[src/rtl/sram_mem_controller_pkg.sv]
// Shared types and constants for the 16-bit asynchronous SRAM data-memory controller.
package mem_ctrl_pkg;

    // Byte address that maps onto SRAM word 0.
    localparam logic [31:0] BASE_ADDR_DEFAULT = 32'd1024;

    // Pipeline-side and SRAM-side widths.
    localparam int DATA_W      = 32;
    localparam int WORD_ADDR_W = 17;
    localparam int SRAM_ADDR_W = 18;
    localparam int SRAM_DATA_W = 16;

    // Access sequencer: request accepted in IDLE, low half-word, high half-word, one release cycle.
    typedef enum logic [1:0] {
        IDLE = 2'd0,
        LOW  = 2'd1,
        HIGH = 2'd2,
        DONE = 2'd3
    } state_t;

    // 32-bit word index inside the SRAM; the offset wraps modulo 2^32 and the byte lane bits are dropped.
    function automatic logic [WORD_ADDR_W-1:0] word_addr(input logic [31:0] byte_addr,
                                                          input logic [31:0] base);
        return WORD_ADDR_W'((byte_addr - base) >> 2);
    endfunction

endpackage

[src/rtl/sram_mem_controller_if.sv]
// Bundle of MEM-stage request/response signals and the external SRAM pins.
interface sram_mem_controller_if;
    import mem_ctrl_pkg::*;

    logic                   mem_r_en;
    logic                   mem_w_en;
    logic [DATA_W-1:0]      alu_result;
    logic [DATA_W-1:0]      st_val;
    logic                   ready;
    logic [DATA_W-1:0]      data_memory_out;
    logic [SRAM_ADDR_W-1:0] sram_addr;
    logic [SRAM_DATA_W-1:0] sram_dq_out;
    logic                   sram_dq_oe;
    logic [SRAM_DATA_W-1:0] sram_dq_in;
    logic                   sram_we_n;

    // Controller side.
    modport slave (
        input  mem_r_en, mem_w_en, alu_result, st_val, sram_dq_in,
        output ready, data_memory_out, sram_addr, sram_dq_out, sram_dq_oe, sram_we_n
    );

    // Pipeline plus SRAM device side.
    modport master (
        output mem_r_en, mem_w_en, alu_result, st_val, sram_dq_in,
        input  ready, data_memory_out, sram_addr, sram_dq_out, sram_dq_oe, sram_we_n
    );

endinterface

[src/rtl/sram_mem_controller_wait_counter.sv]
// Wait-state counter for one half-word SRAM phase: done is high in the last cycle of the phase.
module wait_counter #(
    parameter int W = 2
) (
    input  logic clk,
    input  logic rst,
    input  logic clear,
    output logic done
);
    localparam int CW = (W > 1) ? $clog2(W) : 1;

    logic [CW-1:0] count_reg;

    // Count up from 0 after each clear, parking at W-1 so done stays stable until the next clear.
    always_ff @(posedge clk or negedge rst) begin
        if (!rst) begin
            count_reg <= '0;
        end else if (clear) begin
            count_reg <= '0;
        end else if (!done) begin
            count_reg <= count_reg + 1'b1;
        end
    end

    assign done = (count_reg == CW'(W - 1));

endmodule

[src/rtl/sram_mem_controller.sv]
// Splits each 32-bit MEM-stage load/store into two 16-bit SRAM accesses and stalls the pipeline meanwhile.
module sram_mem_controller
    import mem_ctrl_pkg::*;
#(
    parameter logic [31:0] BASE_ADDR   = BASE_ADDR_DEFAULT,
    parameter int          WAIT_CYCLES = 2
) (
    input  logic                  clk,
    input  logic                  rst,
    sram_mem_controller_if.slave  bus
);

    state_t state_reg;
    state_t state_next;

    logic                   req;
    logic                   accept;
    logic                   phase_done;
    logic                   cnt_clear;

    logic [WORD_ADDR_W-1:0] wa_reg;
    logic [WORD_ADDR_W-1:0] wa_next;
    logic [DATA_W-1:0]      st_val_reg;
    logic [DATA_W-1:0]      st_val_next;
    logic                   is_write_reg;
    logic                   is_write_next;

    logic [SRAM_DATA_W-1:0] lo_reg;
    logic [DATA_W-1:0]      data_out_reg;

    logic [SRAM_ADDR_W-1:0] sram_addr_reg;
    logic [SRAM_DATA_W-1:0] sram_dq_out_reg;
    logic                   sram_dq_oe_reg;
    logic                   sram_we_n_reg;

    assign req    = bus.mem_r_en | bus.mem_w_en;
    assign accept = (state_reg == IDLE) && req;

    // The request is captured only when leaving IDLE; afterwards the latched copy drives the access.
    assign wa_next       = accept ? word_addr(bus.alu_result, BASE_ADDR) : wa_reg;
    assign st_val_next   = accept ? bus.st_val : st_val_reg;
    assign is_write_next = accept ? bus.mem_w_en : is_write_reg;

    // Restart the wait count whenever a phase begins; it idles cleared outside the two data phases.
    assign cnt_clear = (state_next != state_reg) || ((state_reg != LOW) && (state_reg != HIGH));

    wait_counter #(
        .W (WAIT_CYCLES)
    ) u_wait_counter (
        .clk   (clk),
        .rst   (rst),
        .clear (cnt_clear),
        .done  (phase_done)
    );

    // State register.
    always_ff @(posedge clk or negedge rst) begin
        if (!rst) begin
            state_reg <= IDLE;
        end else begin
            state_reg <= state_next;
        end
    end

    // Next-state logic; DONE always returns to IDLE so a request still held there is not re-issued.
    always_comb begin
        state_next = state_reg;
        case (state_reg)
            IDLE:    if (req)        state_next = LOW;
            LOW:     if (phase_done) state_next = HIGH;
            HIGH:    if (phase_done) state_next = DONE;
            DONE:                    state_next = IDLE;
            default:                 state_next = IDLE;
        endcase
    end

    // Stall while a request is pending in IDLE and throughout both data phases.
    assign bus.ready = ((state_reg == IDLE) && !req) || (state_reg == DONE);

    // Request latch: address, store data and operation (store wins when both enables are set).
    always_ff @(posedge clk or negedge rst) begin
        if (!rst) begin
            wa_reg       <= '0;
            st_val_reg   <= '0;
            is_write_reg <= 1'b0;
        end else begin
            wa_reg       <= wa_next;
            st_val_reg   <= st_val_next;
            is_write_reg <= is_write_next;
        end
    end

    // SRAM pins are registered from the next state so they change cleanly at phase boundaries.
    always_ff @(posedge clk or negedge rst) begin
        if (!rst) begin
            sram_addr_reg   <= '0;
            sram_dq_out_reg <= '0;
            sram_dq_oe_reg  <= 1'b0;
            sram_we_n_reg   <= 1'b1;
        end else begin
            case (state_next)
                LOW: begin
                    sram_addr_reg   <= {wa_next, 1'b0};
                    sram_dq_out_reg <= st_val_next[15:0];
                    sram_dq_oe_reg  <= is_write_next;
                    sram_we_n_reg   <= !is_write_next;
                end
                HIGH: begin
                    sram_addr_reg   <= {wa_next, 1'b1};
                    sram_dq_out_reg <= st_val_next[31:16];
                    sram_dq_oe_reg  <= is_write_next;
                    sram_we_n_reg   <= !is_write_next;
                end
                default: begin
                    sram_dq_oe_reg  <= 1'b0;
                    sram_we_n_reg   <= 1'b1;
                end
            endcase
        end
    end

    // Read assembly: low half-word sampled at the end of LOW, full word published at the end of HIGH.
    always_ff @(posedge clk or negedge rst) begin
        if (!rst) begin
            lo_reg       <= '0;
            data_out_reg <= '0;
        end else if (!is_write_reg && phase_done) begin
            if (state_reg == LOW) begin
                lo_reg <= bus.sram_dq_in;
            end
            if (state_reg == HIGH) begin
                data_out_reg <= {bus.sram_dq_in, lo_reg};
            end
        end
    end

    assign bus.data_memory_out = data_out_reg;
    assign bus.sram_addr       = sram_addr_reg;
    assign bus.sram_dq_out     = sram_dq_out_reg;
    assign bus.sram_dq_oe      = sram_dq_oe_reg;
    assign bus.sram_we_n       = sram_we_n_reg;

endmodule

[src/flat_wrapper.sv]
// flat-port wrapper written by rule: the top's interface ports become plain ports
module sram_mem_controller_flat import mem_ctrl_pkg::*;
#(
    parameter logic [31:0] BASE_ADDR   = BASE_ADDR_DEFAULT,
    parameter int          WAIT_CYCLES = 2
)
  (clk, rst, bus_mem_r_en, bus_mem_w_en, bus_alu_result, bus_st_val, bus_sram_dq_in, bus_ready, bus_data_memory_out, bus_sram_addr, bus_sram_dq_out, bus_sram_dq_oe, bus_sram_we_n);
  sram_mem_controller_if bus_i ();
  input  logic clk;
  input  logic rst;
  input wire logic [$bits(bus_i.mem_r_en)-1:0] bus_mem_r_en;
  input wire logic [$bits(bus_i.mem_w_en)-1:0] bus_mem_w_en;
  input wire logic [$bits(bus_i.alu_result)-1:0] bus_alu_result;
  input wire logic [$bits(bus_i.st_val)-1:0] bus_st_val;
  input wire logic [$bits(bus_i.sram_dq_in)-1:0] bus_sram_dq_in;
  output wire logic [$bits(bus_i.ready)-1:0] bus_ready;
  output wire logic [$bits(bus_i.data_memory_out)-1:0] bus_data_memory_out;
  output wire logic [$bits(bus_i.sram_addr)-1:0] bus_sram_addr;
  output wire logic [$bits(bus_i.sram_dq_out)-1:0] bus_sram_dq_out;
  output wire logic [$bits(bus_i.sram_dq_oe)-1:0] bus_sram_dq_oe;
  output wire logic [$bits(bus_i.sram_we_n)-1:0] bus_sram_we_n;
  assign bus_i.mem_r_en = bus_mem_r_en;
  assign bus_i.mem_w_en = bus_mem_w_en;
  assign bus_i.alu_result = bus_alu_result;
  assign bus_i.st_val = bus_st_val;
  assign bus_i.sram_dq_in = bus_sram_dq_in;
  assign bus_ready = bus_i.ready;
  assign bus_data_memory_out = bus_i.data_memory_out;
  assign bus_sram_addr = bus_i.sram_addr;
  assign bus_sram_dq_out = bus_i.sram_dq_out;
  assign bus_sram_dq_oe = bus_i.sram_dq_oe;
  assign bus_sram_we_n = bus_i.sram_we_n;
  sram_mem_controller #(.BASE_ADDR(BASE_ADDR), .WAIT_CYCLES(WAIT_CYCLES)) u_core (.clk(clk), .rst(rst), .bus(bus_i));
endmodule
[config.mk]
export PLATFORM = sky130hd
export DESIGN_NAME = sram_mem_controller_flat
export DESIGN_NICKNAME = d
export VERILOG_FILES = /design/src/rtl/sram_mem_controller_pkg.sv /design/src/rtl/sram_mem_controller_if.sv /design/src/rtl/sram_mem_controller_wait_counter.sv /design/src/rtl/sram_mem_controller.sv /design/src/flat_wrapper.sv
export SDC_FILE = /design/constraint.sdc
export NUM_CORES = 1
export LEC_CHECK = 0
export CAP_MARGIN = 5
export CORE_ASPECT_RATIO = 0.75
export CORE_MARGIN = 3
export CORE_UTILIZATION = 30
export DETAILED_ROUTE_END_ITERATION = 12
export PLACE_DENSITY = 0.63
export SETUP_SLACK_MARGIN = 0.02
export SYNTH_ARGS = -nofsm -noshare
export SYNTH_HDL_FRONTEND = slang
export SYNTH_SLANG_ARGS = --single-unit
export TNS_END_PERCENT = 10
[constraint.sdc]
create_clock -name clk -period 3.37 [get_ports clk]
set_clock_uncertainty 0.15 [all_clocks]
set_input_delay 0.674 -clock clk [delete_from_list [all_inputs] [get_ports clk]]
set_output_delay 0.674 -clock clk [all_outputs]
set_load 0.03 [all_outputs]
==> results.json, run 1 <==
{
  "grt_remaining_overflow": 0,
  "clk_pin_slew_ns": 0.06,
  "wl_mm": 13.05,
  "fin_cells": 863,
  "yosysWarnings": 0,
  "grt_use_total": 0.1297,
  "max_cap_viol_count": 0,
  "post_cts_buffers": 0,
  "min_period_ns": 3.038,
  "initial_core_util": 0.3080,
  "rsz0062_at_grt": "no",
  "firstDrtPassIters": 4,
  "nets": 695,
  "drive_gt1_frac": 0.2321,
  "dp_cells": 831,
  "p_leak_nw": 3.560,
  "finalSetupTns_ns": 0,
  "n_antenna_cell": 0,
  "clock_tree.buffer_depth": 2,
  "cts_buffers": 17,
  "status": "finished, final reports clean",
  "holdBufCountCts": 0,
  "ys_seq_elements": 137,
  "power_density_mw_per_mm2": 1169,
  "avgRoutedWirePerCell_um": 15.12,
  "syn_nets": 550,
  "gp_congestion": 0.7931,
  "rows": 43,
  "netlist_area_sq_mm": 0.005751,
  "path_max_fanout": 5,
  "grt_pass1_wl_mm": 21.65,
  "routed_via_density": 4.560,
  "fmax_mhz": 329.2,
  "finalMaxSlewViolations": 0,
  "grt_pass1_vias": 4151,
  "die-area_sq_mm": 0.02088,
  "clock_latency_ns": 0.41,
  "postCtsResizedCells": 0,
  "antenna_found_initial": 0,
  "setup_viol": 0,
  "num_vias": 3935,
  "finalHoldViolations": 0,
  "synth_cell_types": 37,
  "timing.final.crit_share": 0.9014,
  "io-pin-count": 153,
  "cp-start-kind": "input pin",
  "core_sq_mm": 0.01867,
  "cp.required_ns": 2.55,
  "syn2layout_area_growth_pct": 40.88,
  "hpwl_mm": 9.154,
  "fillers": 1740,
  "hold_class": "input pin to async pin",
  "cts_tree": "done",
  "grt_max_degree": 77,
  "cts_sinks": 137,
  "numPortBuffers": 137,
  "drt_iter0_markers": 132,
  "ys_seq_area_frac": 0.5964,
  "criticalPathCategory": "input pin to output pin",
  "peakVddDrop_mv": 0.4438,
  "drc_errors": 0,
  "postSynthCellCount": 458,
  "h-tree-depth": 4,
  "tightest_slew_ns": 0.7757,
  "synth.avg_cell_area_sq_um": 12.56,
  "die_y_um": 125.9,
  "cp-end-kind": "output pin",
  "relSlewSlack": 0.4816,
  "die_w_um": 165.9,
  "crit_arrival_ns": 2.21,
  "ant_nets": 0,
  "cts_root_buffer": "clkbuf_16"
}
-- per-layer routing --
| metal | global-route usage | share of wire |
|---|---|---|
| met1 | 0.1606 | 0.44 |
| met2 | 0.2120 | 0.49 |
| met3 | 0.05303 | 0.063 |
| met4 | 0.03472 | 0.0048 |
| met5 | 0 | 0 |
-- final cells by class --
class	count	area (sq um)	share of cell area
Clock buffer	17	425.4	0.05251
Clock inverter	15	187.7	0.02317
Timing Repair Buffer	148	1518	0.1873
Inverter	8	30.03	0.003707
Multi-Input combinational cell	291	2202	0.2718
Sequential cell	137	3430	0.4233
Tap cell	247	309.0	0.03815
-- synthesized netlist by cell type, drive strengths merged --
master | n | area, sq um
o32a | 1 | 10.01
nor3b | 1 | 7.510
dfrtp | 136 | 3403
o21a | 1 | 7.510
ha | 8 | 100.1
o31ai | 2 | 15.01
nor3 | 1 | 5.000
o211a | 1 | 10.01
buf | 11 | 62.56
a221oi | 1 | 8.760
o41ai | 1 | 8.760
or3 | 1 | 6.260
clkbuf | 11 | 41.29
or4 | 1 | 11.26
a31oi | 2 | 12.51
o221ai | 2 | 17.52
nor4 | 1 | 6.260
nand3 | 2 | 10.01
nand2b | 1 | 6.260
xor2 | 3 | 26.28
o21ai | 10 | 50.04
xnor2 | 2 | 17.52
nand2 | 132 | 495.5
mux2i | 1 | 10.01
nor2 | 13 | 48.80
nor2b | 1 | 6.260
mux4 | 16 | 360.4
a21oi | 5 | 25.02
mux2 | 79 | 889.6
a21o | 2 | 15.01
inv | 8 | 30.03
dfstp | 1 | 26.28
-- power breakdown --
part,total [mW],leakage [nW],switching (mW),internal [mW]
Combinational,4.63,1.62,2.32,2.31
Sequential,2.91,1.64,0.407,2.51
Clock,1.93,0.297,0.747,1.18
Total,9.47,3.56,3.48,5.99
-- final timing paths --
path / from / to / slack [ns] / depth (start not counted)
setup / recovery: bus_mem_w_en / bus_ready / 0.33 / 4
hold / removal: rst / u_core.wa_reg[2] / 0.12 / 1
setup reg to reg: u_core.state_reg[0] / u_core.bus.sram_dq_out[1] / 0.60 / 9
hold reg to reg: u_core.st_val_reg[22] / u_core.st_val_reg[22] / 0.32 / 2
max in group asynchronous: rst / u_core.bus.data_memory_out[1] / 2.11 / 2
min in group clk: u_core.st_val_reg[22] / u_core.st_val_reg[22] / 0.32 / 2
-- kinds of logic after synthesis --
group,share of synthesized area
flip-flops,0.5964
AO/OA/AOI/OAI,0.03133
AND/OR/NAND/NOR,0.1049
adder cells (fa/ha/maj),0.01741
multiplexers,0.2191
XOR/XNOR,0.007617
buffers and inverters,0.02328
-- cells in the final DEF, fill, tap and decap left out, types with 5 or more instances in the layout --
| cell | count |
|---|---|
| inv_1 | 8 |
| a21oi_1 | 5 |
| nand2_1 | 132 |
| mux4_2 | 16 |
| o21ai_0 | 9 |
| dfrtp_1 | 136 |
| buf_4 | 6 |
| nor2_1 | 13 |
| buf_12 | 5 |
| inv_6 | 6 |
| clkdlybuf4s50_1 | 136 |
| mux2_2 | 78 |
| clkbuf_16 | 17 |
| ha_1 | 7 |
-- critical path, cell delays in order --
cell	delay [ns]
clkdlybuf4s50_1	0.52
nor2_1	0.19
a21o_1	0.14
clkdlybuf4s50_1	0.68
-- through the flow --
| step | utilization | worst slack, ns | cell area [sq um] | hold WS, ns | power, mW |
|---|---|---|---|---|---|
| floorplan | - | 0.5273 | 5751 | 0.2284 | 5.868 |
| global placement | 0.4011 | 0.2589 | 7488 | 0.3001 | 7.474 |
| detailed placement | 0.4011 | 0.2638 | 7488 | 0.3076 | 7.648 |
| CTS | 0.4340 | 0.3282 | 8102 | 0.1347 | 9.631 |
| global route | 0.4340 | 0.2350 | 8102 | 0.1447 | 10.08 |
| finish | 0.4340 | 0.3322 | 8102 | 0.1191 | 9.471 |
Note: power is estimated with default switching activity, not from simulation.
==> inputs of run 2 (changes only) <==
--- a/config.mk
+++ b/config.mk
@@ -6,7 +6,7 @@
 export NUM_CORES = 1
 export LEC_CHECK = 0
 export CAP_MARGIN = 5
-export CORE_ASPECT_RATIO = 0.75
+export CORE_ASPECT_RATIO = 1.1
 export CORE_MARGIN = 3
 export CORE_UTILIZATION = 30
 export DETAILED_ROUTE_END_ITERATION = 12
==> run 2 against run 1 <==
Via count hardly changed. Die area barely moved. Largest power group unchanged. Power is 2.7% lower. Critical path type unchanged. Critical path depth unchanged. Final cell count shrank 0.81%. Count of clock-buffer cells in the layout did not move. Fmax increased by 0.95%. Worst hold slack got worse by 0.085 ns. Design area shrank 1.0%. Global-route usage shrank 0.46 points. Worst setup slack gained 0.029 ns.
==> results.json, run 2 (synthesis gave the netlist of run 1 again) <==
{
  "h-tree-depth": 4,
  "cts_buffers": 17,
  "tightest_slew_ns": 0.7446,
  "cp-start-kind": "input pin",
  "n_antenna_cell": 0,
  "fmax_mhz": 332.3,
  "worstRegToRegCells": 10,
  "peakVddDrop_mv": 0.4337,
  "hold_class": "input pin to async pin",
  "wl_mm": 12.70,
  "relSlewSlack": 0.5024,
  "most-common-layout-cells": "clkdlybuf4s50_1, dfrtp_1, nand2_1",
  "setup_viol": 0,
  "finalMaxSlewViolations": 0,
  "max_cap_viol_count": 0,
  "timing.final.crit_share": 0.8930,
  "rows": 52,
  "crit_buf_inv": 2,
  "crit_family": "buffers and inverters",
  "core_sq_mm": 0.01861,
  "routed_via_density": 4.593,
  "hpwl_mm": 8.845,
  "cts_tree": "done",
  "clock_latency_ns": 0.41,
  "rsz0062_at_grt": "no",
  "fillers": 1726,
  "cp-end-kind": "output pin",
  "drive_gt1_frac": 0.2284,
  "grt_pass1_wl_mm": 20.91,
  "cts_root_buffer": "clkbuf_16",
  "seq_area_sq_mm": 0.003430,
  "criticalPathCategory": "input pin to output pin",
  "crit_path_frequent_cell": "clkdlybuf4s50_1",
  "grt-busiest-layer": "met2",
  "grtUsageMet2": 0.2019,
  "p_leak_nw": 3.510,
  "multiInputGateArea_sq_mm": 0.002202,
  "syn2layout_area_growth_pct": 39.43,
  "path_max_fanout": 5,
  "status": "finished, final reports clean",
  "gp_congestion": 0.8059,
  "place_area_sq_mm": 0.007461,
  "cp.depth": 4,
  "post_cts_buffers": 0,
  "use_met3": 0.04452,
  "num_vias": 3932,
  "max_stage_delay_ns": 0.68,
  "drt_iter0_markers": 150,
  "ant_nets": 0,
  "drc_errors": 0,
  "cts_sinks": 137,
  "nets": 692,
  "grt_remaining_overflow": 0,
  "avgRoutedWirePerCell_um": 14.83,
  "holdBufCountCts": 0,
  "cp.required_ns": 2.55,
  "die_y_um": 151.2,
  "antenna_found_initial": 0,
  "path_cells": "clkdlybuf4s50_1, nor2_1, a21o_1, clkdlybuf4s50_1",
  "finalHoldViolations": 0,
  "firstDrtPassIters": 4,
  "numPortBuffers": 137,
  "clk_pin_slew_ns": 0.06,
  "finalSetupTns_ns": 0,
  "grt_use_total": 0.1250,
  "grt.met1_usage": 0.1537,
  "min_period_ns": 3.009,
  "power_density_mw_per_mm2": 1149,
  "clock_tree.buffer_depth": 2,
  "io-pin-count": 153,
  "grt_pass1_vias": 4079,
  "postCtsResizedCells": 0,
  "die-area_sq_mm": 0.02087,
  "cp_slowest_cell": "clkdlybuf4s50_1",
  "initial_core_util": 0.3090,
  "die_w_um": 138.0,
  "crit_arrival_ns": 2.19,
  "grt_max_degree": 65,
  "final_cell_area_sq_mm": 0.008018
}
[run 2: cell count changes in the layout (fill, tap and decap cells not counted)]
cell,before,now
clkinvlp_4,2,4
clkinv_2,2,0
bufinv_16,3,0
inv_8,1,2
buf_4,6,3
clkinv_4,1,3
[run 2: worst paths after layout]
check | start | end | slack, ns
hold / removal | rst | u_core.bus.data_memory_out[17] | 0.03
min in group clk | u_core.wa_reg[3] | u_core.wa_reg[3] | 0.32
max in group asynchronous | rst | u_core.bus.sram_dq_out[5] | 2.26
hold reg to reg | u_core.wa_reg[3] | u_core.wa_reg[3] | 0.32
setup / recovery | bus_mem_w_en | bus_ready | 0.36
setup reg to reg | u_core.state_reg[0] | u_core.bus.sram_dq_out[12] | 0.70
[run 2: metal layers]
layer / share of wire / routed length [um]
met1: 0.44 / 5644
met2: 0.48 / 6066
met3: 0.061 / 773
met4: 0.017 / 211
met5: 0 / 0
[run 2: final cells by class]
type,count,share of cell area
clock inverters,15,0.01639
well taps,243,0.03792
multi-input cells,291,0.2747
clock buffers,17,0.05306
flip-flops and latches,137,0.4277
inverters,8,0.003745
repair buffers,145,0.1865
[run 2: power by group]
group / internal [mW] / switching, mW
combinational: 2.27 / 2.31
sequential: 2.51 / 0.397
clock: 0.966 / 0.761
[run 2: per-stage QoR]
stage / total power, mW / util / setup WS (ns) / instances / hold slack (ns)
floorplan: 5.868 / - / 0.5273 / 458 / 0.2284
global placement: 7.448 / 0.4010 / 0.3232 / 824 / 0.3025
detailed placement: 7.614 / 0.4010 / 0.2603 / 824 / 0.3037
CTS: 9.394 / 0.4309 / 0.3489 / 856 / 0.02326
global route: 9.803 / 0.4309 / 0.2946 / 856 / 0.04498
finish: 9.213 / 0.4309 / 0.3607 / 856 / 0.03401
[run 2: worst reg2reg max path, cell delays in order, from the launching register on]
cell     delay [ns]
dfrtp_1        0.45
inv_1          0.15
ha_1           0.30
o21ai_0        0.14
o21ai_0        0.16
o32a_1         0.21
inv_1          0.06
ha_2           0.19
buf_12         0.17
mux4_2         0.33
mux2_2         0.27
==> inputs of run 3 (changes only) <==
--- a/config.mk
+++ b/config.mk
@@ -8,11 +8,12 @@
 export CAP_MARGIN = 5
 export CORE_ASPECT_RATIO = 1.1
 export CORE_MARGIN = 3
-export CORE_UTILIZATION = 30
+export CORE_UTILIZATION = 40
 export DETAILED_ROUTE_END_ITERATION = 12
-export PLACE_DENSITY = 0.63
+export PLACE_DENSITY = 0.77
 export SETUP_SLACK_MARGIN = 0.02
 export SYNTH_ARGS = -nofsm -noshare
 export SYNTH_HDL_FRONTEND = slang
+export SYNTH_HIERARCHICAL = 1
 export SYNTH_SLANG_ARGS = --single-unit
 export TNS_END_PERCENT = 10
==> run 3 against run 2 <==
Register-to-register slack got worse by 0.12 ns. Wire length is 0.20% higher. Worst setup slack lost 0.0076 ns. Sequential cell count unchanged. Worst hold slack better by 0.29 ns. Clock power grew 15%. Die area down 26%. Synthesized cell count is 0.22% lower.
==> results.json, run 3 <==
{
  "nets": 692,
  "pwr-share-comb": 0.474,
  "power.switching_mw": 3.496,
  "drive_gt1_frac": 0.2104,
  "p_leak_nw": 3.468,
  "cp-end-kind": "output pin",
  "reg2reg_from": "u_core/state_reg[1]",
  "ys_async_sr_fraction": 1.000,
  "timing.final.crit_share": 0.8952,
  "cp-start-kind": "input pin",
  "grt_pass1_wl_mm": 20.91,
  "postSynthCellCount": 457,
  "whs_endpoint": "u_core/st_val_reg[18]",
  "hpwl_mm": 8.839,
  "n_antenna_cell": 0,
  "routed_via_density": 4.999,
  "rows": 44,
  "synth_common_cells": "dfrtp_1, nand2_1, mux2_2",
  "clkPwrFrac": 0.215,
  "firstDrtPassIters": 4,
  "status": "finished, final reports clean",
  "synth-edff-count": 0,
  "netlist_area_sq_mm": 0.005570,
  "power_mw": 9.250,
  "switching_share": 0.3780,
  "path_max_fanout": 5,
  "cts_buffers": 17,
  "cts_tree": "done",
  "die_y_um": 129.8,
  "grt_remaining_overflow": 0,
  "fmax_mhz": 331.5,
  "grt_max_degree": 72,
  "drc_errors": 0,
  "avgRoutedWirePerCell_um": 15.96,
  "grt_pass1_vias": 4218,
  "post_cts_buffers": 0,
  "worstRegToRegCells": 9,
  "most-common-layout-cells": "clkdlybuf4s50_1, dfrtp_1, nand2_1",
  "crit_family": "buffers and inverters",
  "syn_nets": 549,
  "die_w_um": 118.5,
  "crit_path_frequent_cell": "clkdlybuf4s50_1",
  "crit_buf_inv": 2,
  "path_cells": "clkdlybuf4s50_1, nor2_1, a21o_1, clkdlybuf4s50_1",
  "synth.avg_cell_area_sq_um": 12.19,
  "grt_use_total": 0.1728,
  "relSlewSlack": 0.5137,
  "synth_cell_types": 36,
  "rsz0062_at_grt": "no",
  "clock_tree.buffer_depth": 2,
  "crit_arrival_ns": 2.19,
  "yosys_most_used_dff": "dfrtp_1",
  "initial_core_util": 0.4147,
  "yosys.area.top_type_share": 0.6110,
  "max_cap_viol_count": 0,
  "synth_top_cell_by_area": "dfrtp_1",
  "fin_cells": 797,
  "cts_sinks": 137,
  "drt_iter0_markers": 209,
  "clock_latency_ns": 0.42,
  "finalHoldViolations": 0,
  "min_period_ns": 3.017,
  "io-pin-count": 153,
  "setup_viol": 0,
  "postCtsResizedCells": 0,
  "criticalPathCategory": "input pin to output pin",
  "cts_root_buffer": "clkbuf_16",
  "cp.depth": 4,
  "ys_seq_elements": 137,
  "fin_ws_ns": 0.3531,
  "max_stage_delay_ns": 0.67,
  "clk_pin_slew_ns": 0.06,
  "yosysMostFrequentCell": "dfrtp_1",
  "hold_class": "register to register",
  "syn2layout_area_growth_pct": 40.52,
  "r2r-end": "u_core/bus.sram_addr[3]",
  "min_from": "u_core/st_val_reg[18]",
  "wl_mm": 12.72,
  "reg2reg_slack_ns": 0.58,
  "sequentialPowerShare": 0.312,
  "gp_congestion": 0.8102,
  "dp_cells": 764,
  "h-tree-depth": 4,
  "num_vias": 3984,
  "tightest_slew_ns": 0.7277,
  "yosys-top-cells-area": "dfrtp_1, mux2_2, nand2_1",
  "cp.required_ns": 2.55,
  "antenna_found_initial": 0,
  "die-area_sq_mm": 0.01538,
  "numPortBuffers": 137,
  "yosysWarnings": 6,
  "internal_power_mw": 5.754,
  "ys_seq_area_frac": 0.6157,
  "finalSetupTns_ns": 0,
  "min_path_cells": 2,
  "ant_nets": 0,
  "peakVddDrop_mv": 0.4473,
  "dp_slack_ns": 0.2544,
  "cp_slowest_cell": "clkdlybuf4s50_1",
  "finalMaxSlewViolations": 0,
  "core_sq_mm": 0.01343,
  "power_density_mw_per_mm2": 1182
}
run 3: cell types whose count changed after synthesis, moves of 2 or more:
cell      previous run  this run
a21oi_1              5        19
a221oi_1             1        16
buf_1                7         5
buf_2                2         6
clkbuf_1            11        13
inv_1                8        24
mux2_2              78        80
mux4_2              16         0
nand2_1            132        82
nand3_1              2         0
nor3_1               1        16
run 3: routing by layer:
metal / share of wire / wire length (um) / track usage / vias to the layer above
met5: 0 / 0 / 0 / -
met4: 0.018 / 230 / 0.07226 / 0
met3: 0.055 / 702 / 0.05548 / 20
met2: 0.50 / 6361 / 0.2926 / 127
met1: 0.43 / 5425 / 0.2063 / 1978
li1: - / - / - / 1859
run 3: what timing repair did:
action,4_1_cts,5_1_grt
hold buffers,1,0
endpoints found under the setup margin,0,0
endpoints found under the hold margin,19,0
run 3: layout make-up:
type	count	area [sq um]
clock buffer	19	452.9
clock inverter	13	190.2
fill	1149	5605
inverter	24	90.09
multi-input combinational	272	1964
sequential	137	3430
tap	184	230.2
timing repair buffer	148	1470
run 3: how the worst max path moves through the flow:
stage | to | from | slack [ns]
after floorplan | u_core/bus.sram_dq_out[10] | u_core/state_reg[0] | 0.58
after global placement | u_core/bus.sram_addr[3] | bus_mem_w_en | 0.33
after detailed placement | u_core/bus.sram_addr[3] | bus_mem_w_en | 0.25
after CTS | bus_ready | bus_mem_w_en | 0.37
after global routing | bus_ready | bus_mem_w_en | 0.29
final | bus_ready | bus_mem_w_en | 0.35
run 3: logic make-up (layout without fill, tap and decap cells):
kind of cell    Yosys count  after routing  share of synthesized area
buf+inv                  48            204                    0.03369
compound gates           58             58                    0.07008
fa+ha+maj                 8              8                    0.01797
mux                      82             82                     0.1655
flops                   137            137                     0.6157
xor+xnor                  5              5                   0.007863
simple gates            119            119                    0.08918
run 3: power groups by stage:
stage,combinational [mW],sequential [mW],clock (mW)
floorplan,2.10,3.64,0
global route,4.71,2.98,2.10
global placement,4.27,2.86,0
detailed placement,4.40,2.91,0
CTS,4.42,2.89,2.04
finish,4.38,2.88,1.99
run 3: per-stage QoR:
stage | area [sq um] | utilization | hold slack, ns
after floorplan | 5570 | - | 0.2284
after global placement | 7174 | 0.5341 | 0.3006
final | 7828 | 0.5827 | 0.3201
after global routing | 7828 | 0.5827 | 0.3455
after detailed placement | 7174 | 0.5341 | 0.3075
after CTS | 7828 | 0.5827 | 0.3224
run 3: worst reg2reg max path, cell delays in order, from the launching register on:
cell and delay [ns]:
dfrtp_1 0.46, inv_1 0.17, ha_1 0.30, o21ai_0 0.18, o21ai_0 0.13, o32a_1 0.20
inv_1 0.05, ha_2 0.32, buf_4 0.32, mux2_2 0.40
